<file path="config.mk">
export PLATFORM = sky130hd
export DESIGN_NAME = clock_set_controller_flat
export DESIGN_NICKNAME = d
export VERILOG_FILES = /design/src/rtl/clock_set_controller_if.sv /design/src/rtl/clock_set_controller.sv /design/src/flat_wrapper.sv
export SDC_FILE = /design/constraint.sdc
export NUM_CORES = 1
export LEC_CHECK = 0
export CAP_MARGIN = 20
export CELL_PAD_IN_SITES_DETAIL_PLACEMENT = 1
export CELL_PAD_IN_SITES_GLOBAL_PLACEMENT = 1
export CORE_MARGIN = 1.5
export CORE_UTILIZATION = 50
export CTS_BUF_LIST = sky130_fd_sc_hd__clkbuf_2 sky130_fd_sc_hd__clkbuf_4 sky130_fd_sc_hd__clkbuf_8
export DETAILED_ROUTE_END_ITERATION = 8
export DONT_BUFFER_PORTS = 1
export HOLD_SLACK_MARGIN = 0.1
export PLACE_DENSITY = 0.95
export SKIP_CTS_REPAIR_TIMING = 1
export SYNTH_ARGS = -nofsm -noshare
export SYNTH_HDL_FRONTEND = slang
export SYNTH_SLANG_ARGS = --single-unit
</file>
<file path="constraint.sdc">
create_clock -name clk -period 2.6 [get_ports clk]
set_clock_uncertainty 0.05 [all_clocks]
set_input_delay 0.39 -clock clk [delete_from_list [all_inputs] [get_ports clk]]
set_output_delay 0.39 -clock clk [all_outputs]
set_load 0.05 [all_outputs]
</file>
<file path="src/rtl/clock_set_controller_if.sv">
// Button/time-set bus between the UI sequencer and the rest of the clock.
// The master side is the controller; the slave side drives the buttons and live time.
interface clock_set_controller_if;
    logic       btn_mode;
    logic       btn_ok;
    logic       btn_inc;
    logic       btn_dec;
    logic [4:0] cur_hr;
    logic [5:0] cur_min;
    logic [5:0] cur_sec;
    logic       alarm_active;
    logic       set_time;
    logic [4:0] hr_in;
    logic [5:0] min_in;
    logic [5:0] sec_in;
    logic       set_alarm;
    logic [4:0] alarm_hr_in;
    logic [5:0] alarm_min_in;
    logic       alarm_en_in;
    logic       alarm_clear;
    logic [2:0] mode;

    modport master (
        input  btn_mode, btn_ok, btn_inc, btn_dec,
        input  cur_hr, cur_min, cur_sec, alarm_active,
        output set_time, hr_in, min_in, sec_in,
        output set_alarm, alarm_hr_in, alarm_min_in, alarm_en_in,
        output alarm_clear, mode
    );

    modport slave (
        output btn_mode, btn_ok, btn_inc, btn_dec,
        output cur_hr, cur_min, cur_sec, alarm_active,
        input  set_time, hr_in, min_in, sec_in,
        input  set_alarm, alarm_hr_in, alarm_min_in, alarm_en_in,
        input  alarm_clear, mode
    );
endinterface

</file>
<file path="src/rtl/clock_set_controller.sv">
// Button-driven edit sequencer for digital_clock: field editing with auto-repeat,
// commit strobes, alarm shadow registers and an inactivity timeout back to RUN.
module clock_set_controller #(
    parameter int HOLD_CYCLES    = 20,
    parameter int REPEAT_CYCLES  = 5,
    parameter int TIMEOUT_CYCLES = 600
) (
    input logic                  clk,
    input logic                  rst_n,
    clock_set_controller_if.master bus
);
    typedef enum logic [2:0] {
        RUN      = 3'd0,
        SET_HR   = 3'd1,
        SET_MIN  = 3'd2,
        SET_SEC  = 3'd3,
        SET_AHR  = 3'd4,
        SET_AMIN = 3'd5
    } state_t;

    localparam int RPT_W = $clog2(HOLD_CYCLES + REPEAT_CYCLES + 1);
    localparam int TO_W  = $clog2(TIMEOUT_CYCLES + 1);

    state_t           state;
    logic [4:0]       edit_hr, alarm_hr_q;
    logic [5:0]       edit_min, edit_sec, alarm_min_q;
    logic             alarm_en_q;
    logic             inc_d, dec_d;
    logic [RPT_W-1:0] rpt_cnt, rpt_next;
    logic             rpt_phase;
    logic [TO_W-1:0]  to_cnt;
    logic             set_time_q, set_alarm_q, alarm_clear_q;

    logic in_set, inc_rise, dec_rise, single, rise, rpt_fire, step;
    logic any_event, activity, do_clear, do_ok, do_mode, do_step, to_hit, leave;

    function automatic logic [4:0] hr_step(input logic [4:0] v, input logic up);
        if (up) return (v >= 5'd23) ? 5'd0 : v + 5'd1;
        return (v == 5'd0) ? 5'd23 : v - 5'd1;
    endfunction

    function automatic logic [5:0] ms_step(input logic [5:0] v, input logic up);
        if (up) return (v >= 6'd59) ? 6'd0 : v + 6'd1;
        return (v == 6'd0) ? 6'd59 : v - 6'd1;
    endfunction

    // Event decode and per-cycle priority resolution
    always_comb begin
        in_set    = (state != RUN);
        inc_rise  = bus.btn_inc & ~inc_d;
        dec_rise  = bus.btn_dec & ~dec_d;
        single    = bus.btn_inc ^ bus.btn_dec;
        rise      = (inc_rise & ~bus.btn_dec) | (dec_rise & ~bus.btn_inc);
        rpt_next  = rpt_cnt + 1'b1;
        rpt_fire  = single & ~rise & (rpt_phase ? (rpt_next >= RPT_W'(REPEAT_CYCLES))
                                                : (rpt_next >= RPT_W'(HOLD_CYCLES)));
        step      = in_set & single & (rise | rpt_fire);
        any_event = bus.btn_mode | bus.btn_ok | inc_rise | dec_rise;
        activity  = bus.btn_mode | bus.btn_ok | bus.btn_inc | bus.btn_dec;
        do_clear  = bus.alarm_active & any_event;
        do_ok     = ~do_clear & bus.btn_ok;
        do_mode   = ~do_clear & ~bus.btn_ok & bus.btn_mode;
        do_step   = ~do_clear & ~bus.btn_ok & ~bus.btn_mode & step;
        to_hit    = in_set & ~activity & (to_cnt == TO_W'(TIMEOUT_CYCLES - 1));
        leave     = do_mode | (do_ok & in_set) | to_hit;
    end

    always_ff @(posedge clk or negedge rst_n) begin
        if (!rst_n) begin
            state         <= RUN;
            edit_hr       <= '0;
            edit_min      <= '0;
            edit_sec      <= '0;
            alarm_hr_q    <= '0;
            alarm_min_q   <= '0;
            alarm_en_q    <= 1'b0;
            inc_d         <= 1'b0;
            dec_d         <= 1'b0;
            rpt_cnt       <= '0;
            rpt_phase     <= 1'b0;
            to_cnt        <= '0;
            set_time_q    <= 1'b0;
            set_alarm_q   <= 1'b0;
            alarm_clear_q <= 1'b0;
        end else begin
            inc_d         <= bus.btn_inc;
            dec_d         <= bus.btn_dec;
            set_time_q    <= 1'b0;
            set_alarm_q   <= 1'b0;
            alarm_clear_q <= 1'b0;

            // Repeat counter restarts on release, both-held or any state change
            if (leave || !in_set || !single) begin
                rpt_cnt   <= '0;
                rpt_phase <= 1'b0;
            end else if (rise) begin
                rpt_cnt   <= RPT_W'(1);
                rpt_phase <= 1'b0;
            end else if (rpt_fire) begin
                rpt_cnt   <= '0;
                rpt_phase <= 1'b1;
            end else begin
                rpt_cnt   <= rpt_next;
            end

            if (!in_set || activity || to_hit) to_cnt <= '0;
            else                               to_cnt <= to_cnt + 1'b1;

            if (do_clear) begin
                alarm_clear_q <= 1'b1;
            end else if (do_ok) begin
                case (state)
                    RUN: begin
                        alarm_en_q  <= ~alarm_en_q;
                        set_alarm_q <= 1'b1;
                    end
                    SET_HR, SET_MIN, SET_SEC: begin
                        set_time_q <= 1'b1;
                        state      <= RUN;
                    end
                    default: begin
                        alarm_hr_q  <= edit_hr;
                        alarm_min_q <= edit_min;
                        alarm_en_q  <= 1'b1;
                        set_alarm_q <= 1'b1;
                        state       <= RUN;
                    end
                endcase
            end else if (do_mode) begin
                case (state)
                    RUN: begin
                        state    <= SET_HR;
                        edit_hr  <= bus.cur_hr;
                        edit_min <= bus.cur_min;
                        edit_sec <= bus.cur_sec;
                    end
                    SET_HR:  state <= SET_MIN;
                    SET_MIN: state <= SET_SEC;
                    SET_SEC: begin
                        state    <= SET_AHR;
                        edit_hr  <= alarm_hr_q;
                        edit_min <= alarm_min_q;
                    end
                    SET_AHR: state <= SET_AMIN;
                    default: state <= RUN;
                endcase
            end else if (do_step) begin
                case (state)
                    SET_HR, SET_AHR:   edit_hr  <= hr_step(edit_hr, bus.btn_inc);
                    SET_MIN, SET_AMIN: edit_min <= ms_step(edit_min, bus.btn_inc);
                    SET_SEC:           edit_sec <= ms_step(edit_sec, bus.btn_inc);
                    default: ;
                endcase
            end else if (to_hit) begin
                state <= RUN;
            end
        end
    end

    assign bus.set_time     = set_time_q;
    assign bus.hr_in        = edit_hr;
    assign bus.min_in       = edit_min;
    assign bus.sec_in       = edit_sec;
    assign bus.set_alarm    = set_alarm_q;
    assign bus.alarm_hr_in  = alarm_hr_q;
    assign bus.alarm_min_in = alarm_min_q;
    assign bus.alarm_en_in  = alarm_en_q;
    assign bus.alarm_clear  = alarm_clear_q;
    assign bus.mode         = state;
endmodule

</file>
<file path="src/flat_wrapper.sv">
// flat-port wrapper written by rule: the top's interface ports become plain ports
module clock_set_controller_flat 
#(
    parameter int HOLD_CYCLES    = 20,
    parameter int REPEAT_CYCLES  = 5,
    parameter int TIMEOUT_CYCLES = 600
)
  (clk, rst_n, bus_btn_mode, bus_btn_ok, bus_btn_inc, bus_btn_dec, bus_cur_hr, bus_cur_min, bus_cur_sec, bus_alarm_active, bus_set_time, bus_hr_in, bus_min_in, bus_sec_in, bus_set_alarm, bus_alarm_hr_in, bus_alarm_min_in, bus_alarm_en_in, bus_alarm_clear, bus_mode);
  clock_set_controller_if bus_i ();
  input logic clk;
  input logic rst_n;
  input wire logic [$bits(bus_i.btn_mode)-1:0] bus_btn_mode;
  input wire logic [$bits(bus_i.btn_ok)-1:0] bus_btn_ok;
  input wire logic [$bits(bus_i.btn_inc)-1:0] bus_btn_inc;
  input wire logic [$bits(bus_i.btn_dec)-1:0] bus_btn_dec;
  input wire logic [$bits(bus_i.cur_hr)-1:0] bus_cur_hr;
  input wire logic [$bits(bus_i.cur_min)-1:0] bus_cur_min;
  input wire logic [$bits(bus_i.cur_sec)-1:0] bus_cur_sec;
  input wire logic [$bits(bus_i.alarm_active)-1:0] bus_alarm_active;
  output wire logic [$bits(bus_i.set_time)-1:0] bus_set_time;
  output wire logic [$bits(bus_i.hr_in)-1:0] bus_hr_in;
  output wire logic [$bits(bus_i.min_in)-1:0] bus_min_in;
  output wire logic [$bits(bus_i.sec_in)-1:0] bus_sec_in;
  output wire logic [$bits(bus_i.set_alarm)-1:0] bus_set_alarm;
  output wire logic [$bits(bus_i.alarm_hr_in)-1:0] bus_alarm_hr_in;
  output wire logic [$bits(bus_i.alarm_min_in)-1:0] bus_alarm_min_in;
  output wire logic [$bits(bus_i.alarm_en_in)-1:0] bus_alarm_en_in;
  output wire logic [$bits(bus_i.alarm_clear)-1:0] bus_alarm_clear;
  output wire logic [$bits(bus_i.mode)-1:0] bus_mode;
  assign bus_i.btn_mode = bus_btn_mode;
  assign bus_i.btn_ok = bus_btn_ok;
  assign bus_i.btn_inc = bus_btn_inc;
  assign bus_i.btn_dec = bus_btn_dec;
  assign bus_i.cur_hr = bus_cur_hr;
  assign bus_i.cur_min = bus_cur_min;
  assign bus_i.cur_sec = bus_cur_sec;
  assign bus_i.alarm_active = bus_alarm_active;
  assign bus_set_time = bus_i.set_time;
  assign bus_hr_in = bus_i.hr_in;
  assign bus_min_in = bus_i.min_in;
  assign bus_sec_in = bus_i.sec_in;
  assign bus_set_alarm = bus_i.set_alarm;
  assign bus_alarm_hr_in = bus_i.alarm_hr_in;
  assign bus_alarm_min_in = bus_i.alarm_min_in;
  assign bus_alarm_en_in = bus_i.alarm_en_in;
  assign bus_alarm_clear = bus_i.alarm_clear;
  assign bus_mode = bus_i.mode;
  clock_set_controller #(.HOLD_CYCLES(HOLD_CYCLES), .REPEAT_CYCLES(REPEAT_CYCLES), .TIMEOUT_CYCLES(TIMEOUT_CYCLES)) u_core (.clk(clk), .rst_n(rst_n), .bus(bus_i));
endmodule
</file>
# [Word level (Yosys, flattened, before mapping)]
# Index checks and enable logic that the tools add are counted.
# Widths: inputs -> output; s select.
[word_totals] out_inout_bits=35 ff_bits=53
[op_classes] reduce_logical=27 n_eq_ne=10 n_bitwise=40 add_sub_neg=8 order_cmp=5 mux=62
[ops] operator="$mux 6" count=15
[ops] operator="$mux 5" count=10
[ops] operator="$mux 1" count=27
[ops] operator="$and 1x1->1" count=17
[ops] operator="$mux 3" count=5
[ops] operator="$pmux 3 s5" count=1
[ops] operator="$reduce_and 5->1" count=3
[ops] operator="$not 1->1" count=13
[ops] operator="$add 6x1->6 const B" count=2
[ops] operator="$ge 6x6->1 const B" count=2
[ops] operator="$logic_not 6->1" count=2
[ops] operator="$pmux 6 s2" count=1
[ops] operator="$sub 6x1->6 const B" count=2
[ops] operator="$add 10x1->10 const B" count=1
[ops] operator="$add 5x1->5 const B" count=2
[ops] operator="$eq 10x10->1 const B" count=1
[ops] operator="$ge 5x5->1 const B" count=2
[ops] operator="$mux 10" count=1
[ops] operator="$pmux 5 s2" count=1
[ops] operator="$or 1x1->1" count=9
[ops] operator="$reduce_bool 3->1" count=3
[ops] operator="$reduce_bool 2->1" count=4
[ops] operator="$eq 3x2->1 const B" count=2
[ops] operator="$eq 3x3->1 const B" count=2
[ops] operator="17 further kinds" count=24

# [Logic depth before layout (Yosys ltp)]
# Gate-level depths: netlist of the first run.
[logic_depth] ltp_word=18 ltp_mapped=8 mapped_depth_nobuf=8

# [Worst setup path after synthesis of the first run]
# No wires, ideal clock.
[synth_timing] path_kind="reg-to-reg" startpoint="reg u_core.state[1], in the netlist u_core.bus.mode[1]" endpoint="reg u_core.edit_min[2], in the netlist u_core.bus.min_in[2]" path_stages_with_launch=8 path_slack_ps=310 path_buffers=1 period_less_slack_ps=2290 arrival_ps=2116 cell_sequence="dfrtp_1 > clkbuf_1 > nor2_1 > a221oi_2 > nand2_1 > o31ai_4 > nand2_2 > mux2_2"
[synth_between] elab_chain_cells=6 word_cells_on_any_way=15
[synth_rtl] element="start, declared" line_no="clock_set_controller.sv:24" text="state_t state;"
[synth_rtl] element="start signal, assigned" line_no="clock_set_controller.sv:70" text="state <= RUN;"
[synth_rtl] element="start signal, assigned" line_no="clock_set_controller.sv:119" text="state <= RUN;"
[synth_rtl] element="start signal, assigned" line_no="clock_set_controller.sv:126" text="state <= RUN;"
[synth_rtl] element="$reduce_bool 3->1" line_no="clock_set_controller.sv:49" text="in_set = (state != RUN);"
[synth_rtl] element="$and 1x1->1 (2 in a row)" line_no="clock_set_controller.sv:57" text="step = in_set & single & (rise | rpt_fire);"
[synth_rtl] element="$and 1x1->1" line_no="clock_set_controller.sv:63" text="do_step = ~do_clear & ~bus.btn_ok & ~bus.btn_mode & step;"
[synth_rtl] element="$reduce_bool 2->1 (no source line)"
[synth_rtl] element="$reduce_and 5->1 (no source line)"
[synth_rtl] element="end signal, assigned" line_no="clock_set_controller.sv:134" text="edit_min <= bus.cur_min;"
[synth_rtl] element="end signal, assigned" line_no="clock_set_controller.sv:142" text="edit_min <= alarm_min_q;"
[synth_rtl] element="end signal, assigned" line_no="clock_set_controller.sv:150" text="SET_MIN, SET_AMIN: edit_min <= ms_step(edit_min, bus.btn_inc);"
[synth_rtl] element="end, declared" line_no="clock_set_controller.sv:26" text="logic [5:0] edit_min, edit_sec, alarm_min_q;"
# Several ways; a longest one is shown, not always the timed one.
# A chain may end at the register's enable or synchronous reset.

# [Worst setup path in the final report of the first run]
[layout_timing] startpoint="reg u_core.rpt_cnt[0]" endpoint="reg u_core.edit_min[4], in the netlist u_core.bus.min_in[4]"
[layout_between] elab_chain_cells=9 word_cells_on_any_way=10
[layout_rtl] element="start, declared" line_no="clock_set_controller.sv:29" text="logic [RPT_W-1:0] rpt_cnt, rpt_next;"
[layout_rtl] element="start signal, assigned" line_no="clock_set_controller.sv:103" text="rpt_cnt <= rpt_next;"
[layout_rtl] element="$add 5x1->5 *" line_no="clock_set_controller.sv:54" text="rpt_next = rpt_cnt + 1'b1;"
[layout_rtl] element="$ge 5x5->1 / $ge 5x3->1 (equally long branches)" line_no="clock_set_controller.sv:56, clock_set_controller.sv:55"
[layout_rtl] element="$mux 1 *" line_no="clock_set_controller.sv:55" text="rpt_fire = single & ~rise & (rpt_phase ? (rpt_next >= RPT_W'(REPEAT_CYCLES))"
[layout_rtl] element="$and 1x1->1 *" line_no="clock_set_controller.sv:55"
[layout_rtl] element="$or 1x1->1 *" line_no="clock_set_controller.sv:57"
[layout_rtl] element="$and 1x1->1 *" line_no="clock_set_controller.sv:57"
[layout_rtl] element="$and 1x1->1 *" line_no="clock_set_controller.sv:63"
[layout_rtl] element="$reduce_bool 2->1 (no source line) *"
[layout_rtl] element="$reduce_and 5->1 (no source line) *"
# Mark *: on every way between the ends. The rest lies on a longest branch, timed or not.

==> impl_metrics.csv, run 1 <==
group,metric,value,unit
die,rows,30,
critical_path,cp_max_fo,7,
synth,async_flop_share,1.00,
cts,clk_pin_slew,0.11,ns
sta,slew_headroom,0.463,
route,drc,0,
cts,htree_num_levels,2,
route,routed_via_density,6.50,
synth,yosys_warnings,0,
cells_and_area,area_delta_synth_final,10.3,%
route,initialDrtViolationCount,282,
sta,final-max-slew-violation-count,0,
hold_path,hold_path.class,"input port to register",
sta,rsz0062_at_grt,"no",
cells_and_area,finalNetCount,447,
global_routing,grt_pass1_wl,17600,um
cells_and_area,final_cell_mix,"dfrtp_1 (53), nand2_1 (48), nor2_1 (35)",
synth,synthCells,400,
die,io_pins,59,
synth,avgSynthCellArea,8.63,um2
global_routing,grt-ovfl-total,0,
critical_path,rrSetupSlack,0.07,ns
die,initial_core_util,0.514,
die,fp.dieW,86.1,um
sta,setup_viol,0,
die,die-height,86.1,um
route,totalWireLength,11100,um
critical_path,worst_setup_path_end_kind,"register",
route,drtAntennaViolNets,0,
cts,root_buffer,"clkbuf_8",
run,maxCapViolCount,0,
cts,cts_tree,"yes",
sta,finalCriticalPeriod,2.53,ns
cells_and_area,fin_area,3810,um2
sta,period_share,0.971,
placement,place.gp.congestion,0.842,
outcome,status,"complete, no violations",
cts,numCtsBuffers,5,
synth,seq_area_frac_synth,0.384,
sta,finalSetupTns,0,ns
synth,synth_edf_count,0,
synth,ys.flop_type,"dfrtp_1",
synth,syn_nets,435,
cts,clk_path_buf_depth,2,
cells_and_area,final_common_cell,"dfrtp_1",
sta,hold_viol,0,
placement,placed_area,3640,um2
route,drt_pass1_iterations,7,
critical_path,cp.required,2.74,ns
global_routing,grt_pass1_vias,3384,
power_and_ir_drop,leakagePower,1.68,nW
power_and_ir_drop,power.density,1120,nW/um2
sta,max_freq,396,MHz
route,drt-wirelength-per-cell,22.4,um
synth,synthesis.area,3450,um2
cells_and_area,fillers,809,
critical_path,worstSetupStartpointType,"register",
die,core_area,6720,um2
cts,clk_latency,0.32,ns
cts,numClockSinks,53,
placement,io_buffers,0,
cells_and_area,drive_gt1_frac,0.145,
power_and_ir_drop,ir_drop,0.000725,V
synth,synth_cell_types,54,
critical_path,critical_path_arrival,2.67,ns
die,die-area,7410,um2
placement,dp_hpwl,7450,um
sta,worstMarginPinSlew,0.806,ns
route,vias,3206,
global_routing,antenna_found_initial,0,
critical_path,criticalPathCategory,"register to register",
global_routing,grt_max_degree,54,
synth,ys_ff_latch,53,
cells_and_area,insertedDiodeCount,0,
global_routing,grt_use_total,0.304,
report_power, final:
| part | switching (mW) | internal, mW |
|---|---|---|
| registers | 0.641 | 1.03 |
| logic | 1.34 | 0.729 |
| clock network | 0.292 | 0.242 |
| total | 2.27 | 2.00 |
cells in the mapped netlist, types with 3 or more instances:
library cell,n,share of area
and3_1,3,0.0054
a31oi_1,20,0.036
mux2i_1,7,0.020
ha_1,11,0.040
dfrtp_1,53,0.38
xor2_1,8,0.020
a211oi_1,4,0.0087
inv_1,24,0.026
a31o_2,3,0.0076
o211ai_1,4,0.0087
o21a_1,4,0.0087
o21ai_0,23,0.033
buf_1,3,0.0033
a311oi_1,3,0.0076
nor3_1,9,0.013
nand2_2,3,0.0054
nand3_1,16,0.023
xnor2_1,14,0.036
nand4_1,3,0.0054
nand2_1,48,0.052
clkbuf_1,15,0.016
mux2_2,17,0.055
nor2b_1,5,0.0091
nand2b_1,5,0.0091
nor2_1,36,0.039
o22ai_1,5,0.0091
a21oi_1,16,0.023
nand3b_1,3,0.0065
stage by stage:
stage | util | std cells | power [mW] | worst slack, ns | hold WS, ns
after CTS | 0.557 | 489 | 4.21 | 0.00941 | -0.301
after global routing | 0.567 | 493 | 4.50 | 0.00539 | 0.193
after floorplan | - | 400 | 3.07 | 0.310 | 0.0444
after global placement | 0.542 | 481 | 3.53 | 0.321 | 0.0463
final | 0.567 | 493 | 4.27 | 0.0749 | 0.169
after detailed placement | 0.542 | 481 | 3.65 | 0.0946 | 0.0463
metal layers:
metal | vias to the layer above | wire [um] | track usage
met1 | 1612 | 4550 | 0.381
met5 | - | 0 | 0
met2 | 111 | 5680 | 0.526
met3 | 32 | 476 | 0.0491
li1 | 1451 | - | -
met4 | 0 | 354 | 0.122
sequential cells by signal, summed over array words and instances (netlist names):
name	count
u_core.bus.alarm_clear	1
u_core.bus.alarm_en_in	1
u_core.bus.alarm_hr_in	5
u_core.bus.alarm_min_in	6
u_core.bus.hr_in	5
u_core.bus.min_in	6
u_core.bus.mode	3
u_core.bus.sec_in	6
u_core.bus.set_alarm	1
u_core.bus.set_time	1
u_core.dec_d	1
u_core.inc_d	1
u_core.rpt_cnt	5
u_core.rpt_phase	1
u_core.to_cnt	10
cell families (layout without fill, tap and decap cells):
family / Yosys count / in the layout / share of synthesized area
adder cells (fa/ha/maj): 11 / 11 / 0.0399
flip-flops: 53 / 53 / 0.384
buffers and inverters: 45 / 58 / 0.0500
multiplexers: 24 / 24 / 0.0757
XOR/XNOR: 22 / 22 / 0.0558
AND/OR/NAND/NOR: 143 / 143 / 0.195
AO/OA/AOI/OAI: 102 / 102 / 0.199
cell type report:
cell class,count,area (um2),area share
inverter,24,90.1,0.0237
clock buffer,7,96.3,0.0253
sequential,53,1330,0.348
multi-input combinational,302,1970,0.517
tap,80,100,0.0263
timing repair buffer,26,223,0.0585
clock inverter,1,5.00,0.00131
critical path: stages (launching register included):
cell,delay (ns)
dfrtp_1,0.50
inv_1,0.11
ha_1,0.34
inv_1,0.10
a31oi_1,0.11
o31ai_2,0.41
o31ai_4,0.16
nand2_2,0.22
mux2_2,0.40
path summary, 6_finish.rpt:
kind / startpoint / end / cells past startpoint
worst max-delay path: u_core.rpt_cnt[0] / u_core.bus.min_in[4] / 8
min in group asynchronous: rst_n / u_core.bus.mode[0] / 2
worst max register to register: u_core.rpt_cnt[0] / u_core.bus.min_in[4] / 8
worst min register to register: u_core.to_cnt[0] / u_core.to_cnt[0] / 1
max in group asynchronous: rst_n / u_core.bus.alarm_hr_in[4] / 2
worst min-delay path: bus_btn_ok / u_core.bus.set_time / 2
Power figures use the tool's default switching activity.
==> run 2: changes to the inputs <==
Settings changed: CORE_MARGIN 1.5 to not set.
==> impl_metrics.csv, run 2 (synthesis results as in run 1) <==
group,metric,value,unit
route,drt_pass1_iterations,5,
cells_and_area,top_register,"u_core.to_cnt",
die,core_area,6490,um2
cells_and_area,largest_reg_flops,10,
critical_path,critical-path-top-delay-family,"compound AO/OA/AOI/OAI gates",
global_routing,grt_use_total,0.308,
cells_and_area,insertedDiodeCount,0,
sta,worstMarginPinSlew,0.717,ns
power_and_ir_drop,pwr-share-comb,0.492,
die,die-height,85.1,um
placement,place_ws,0.143,ns
cells_and_area,final_cell_mix,"dfrtp_1 (53), nand2_1 (48), nor2_1 (35)",
power_and_ir_drop,internal_power,1.97,mW
placement,dp_hpwl,7450,um
route,initialDrtViolationCount,210,
critical_path,criticalPathCategory,"register to register",
sta,finalCriticalPeriod,2.70,ns
route,routed_via_density,6.65,
cts,cts_tree,"yes",
placement,placed_area,3660,um2
cts,numCtsBuffers,5,
power_and_ir_drop,swShare,0.537,
power_and_ir_drop,total_power,4.26,mW
sta,hold_viol,0,
power_and_ir_drop,leakagePower,1.68,nW
critical_path,worstSetupStartpointType,"register",
die,rows,29,
placement,place.gp.congestion,0.876,
sta,final-max-slew-violation-count,0,
cells_and_area,area_delta_synth_final,10.3,%
placement,io_buffers,0,
critical_path,cp.required,2.75,ns
cells_and_area,drive_gt1_frac,0.147,
critical_path,critical-path-max-stage-delay,0.49,ns
cells_and_area,fin_area,3810,um2
sta,period_share,1.04,
cells_and_area,final_common_cell,"dfrtp_1",
power_and_ir_drop,power.density,1120,nW/um2
global_routing,grt_pass1_vias,3395,
cts,htree_num_levels,2,
route,drc,0,
power_and_ir_drop,p_sw,2.28,mW
critical_path,cp_max_fo,7,
critical_path,path_cells,"ha_1 -> nand3_1 -> xnor2_1 -> o31ai_2 -> o31ai_4 -> nand2_2 -> mux2_2",
hold_path,hold_path.class,"input port to register",
sta,slew_headroom,0.516,
sta,max_freq,370,MHz
outcome,status,"finished, violations left",
die,io_pins,59,
cts,numClockSinks,53,
die,initial_core_util,0.532,
critical_path,crit_slowest_cell,"dfrtp_1",
power_and_ir_drop,p_seq_frac,0.387,
global_routing,grt_pass1_wl,17400,um
cts,clk_latency,0.33,ns
global_routing,antenna_found_initial,0,
sta,setup_viol,11,
die,fp.dieW,85.1,um
global_routing,grt-ovfl-total,0,
route,totalWireLength,11500,um
run,maxCapViolCount,0,
power_and_ir_drop,ir_drop,0.000810,V
route,vias,3274,
cts,clk_path_buf_depth,2,
cells_and_area,finalNetCount,450,
cts,clk_pin_slew,0.11,ns
critical_path,worst-path-buf-inv,0,
global_routing,grt_max_degree,54,
route,drtAntennaViolNets,0,
critical_path,worst_setup_path_end_kind,"register",
critical_path,critical_path_arrival,2.85,ns
cts,root_buffer,"clkbuf_8",
power_and_ir_drop,p_clk_frac,0.121,
die,die-area,7240,um2
sta,fin_ws,-0.100,ns
outcome,violations,"negative setup slack",
sta,finalSetupTns,-0.748,ns
route,drt-wirelength-per-cell,23.4,um
==> run 2: cell count changes in the layout (fill, tap and decap cells not counted) <==
cell	delta
clkinv_2	-1
buf_4	+3
a211oi_1	+1
clkinvlp_4	+1
clkbuf_8	-1
a211oi_2	-1
==> run 2: final cells by class <==
cell class / count / area [um2]
fillers: 770 / 2690
clock inverters: 1 / 7.51
well taps: 77 / 96.3
inverters: 24 / 90.1
clock buffers: 6 / 82.6
repair buffers: 29 / 245
multi-input cells: 302 / 1960
flip-flops and latches: 53 / 1330
==> run 2: routing by layer <==
layer,global-route usage,vias up,routed length [um]
met1,0.389,1635,4840
li1,-,1464,-
met3,0.0554,36,668
met4,0.136,0,350
met2,0.516,139,5630
met5,0,-,0
==> run 2: path summary, 6_finish.rpt <==
kind,startpoint,to,depth (start not counted),slack [ns]
max in group asynchronous,rst_n,u_core.bus.min_in[2],2,1.71
min,bus_btn_ok,u_core.bus.set_time,2,0.20
max reg2reg,u_core.rpt_cnt[0],u_core.bus.min_in[2],7,-0.10
min reg2reg,u_core.to_cnt[0],u_core.to_cnt[0],1,0.45
min in group asynchronous,rst_n,u_core.bus.alarm_en_in,2,0.52
max,u_core.rpt_cnt[0],u_core.bus.min_in[2],7,-0.10
==> run 2: per-stage QoR <==
stage	utilization	cells	hold WS, ns
after floorplan	-	400	0.0444
after global routing	0.587	492	0.215
final	0.587	492	0.196
after CTS	0.577	488	-0.299
after detailed placement	0.563	481	0.0457
after global placement	0.563	481	0.0459
==> run 2: power groups by stage <==
stage                     sequential, mW  combinational, mW  clock, mW
after floorplan                     1.95               1.12          0
after global placement              1.63               1.90          0
after detailed placement            1.65               2.01          0
after CTS                           1.63               2.02      0.498
after global routing                1.68               2.26      0.538
final                               1.65               2.10      0.514
==> run 3: changes to the inputs <==
Settings changed: SLEW_MARGIN set to 10.
==> results of run 3 <==
The final DEF is identical to that of run 2; final timing and power are the same.
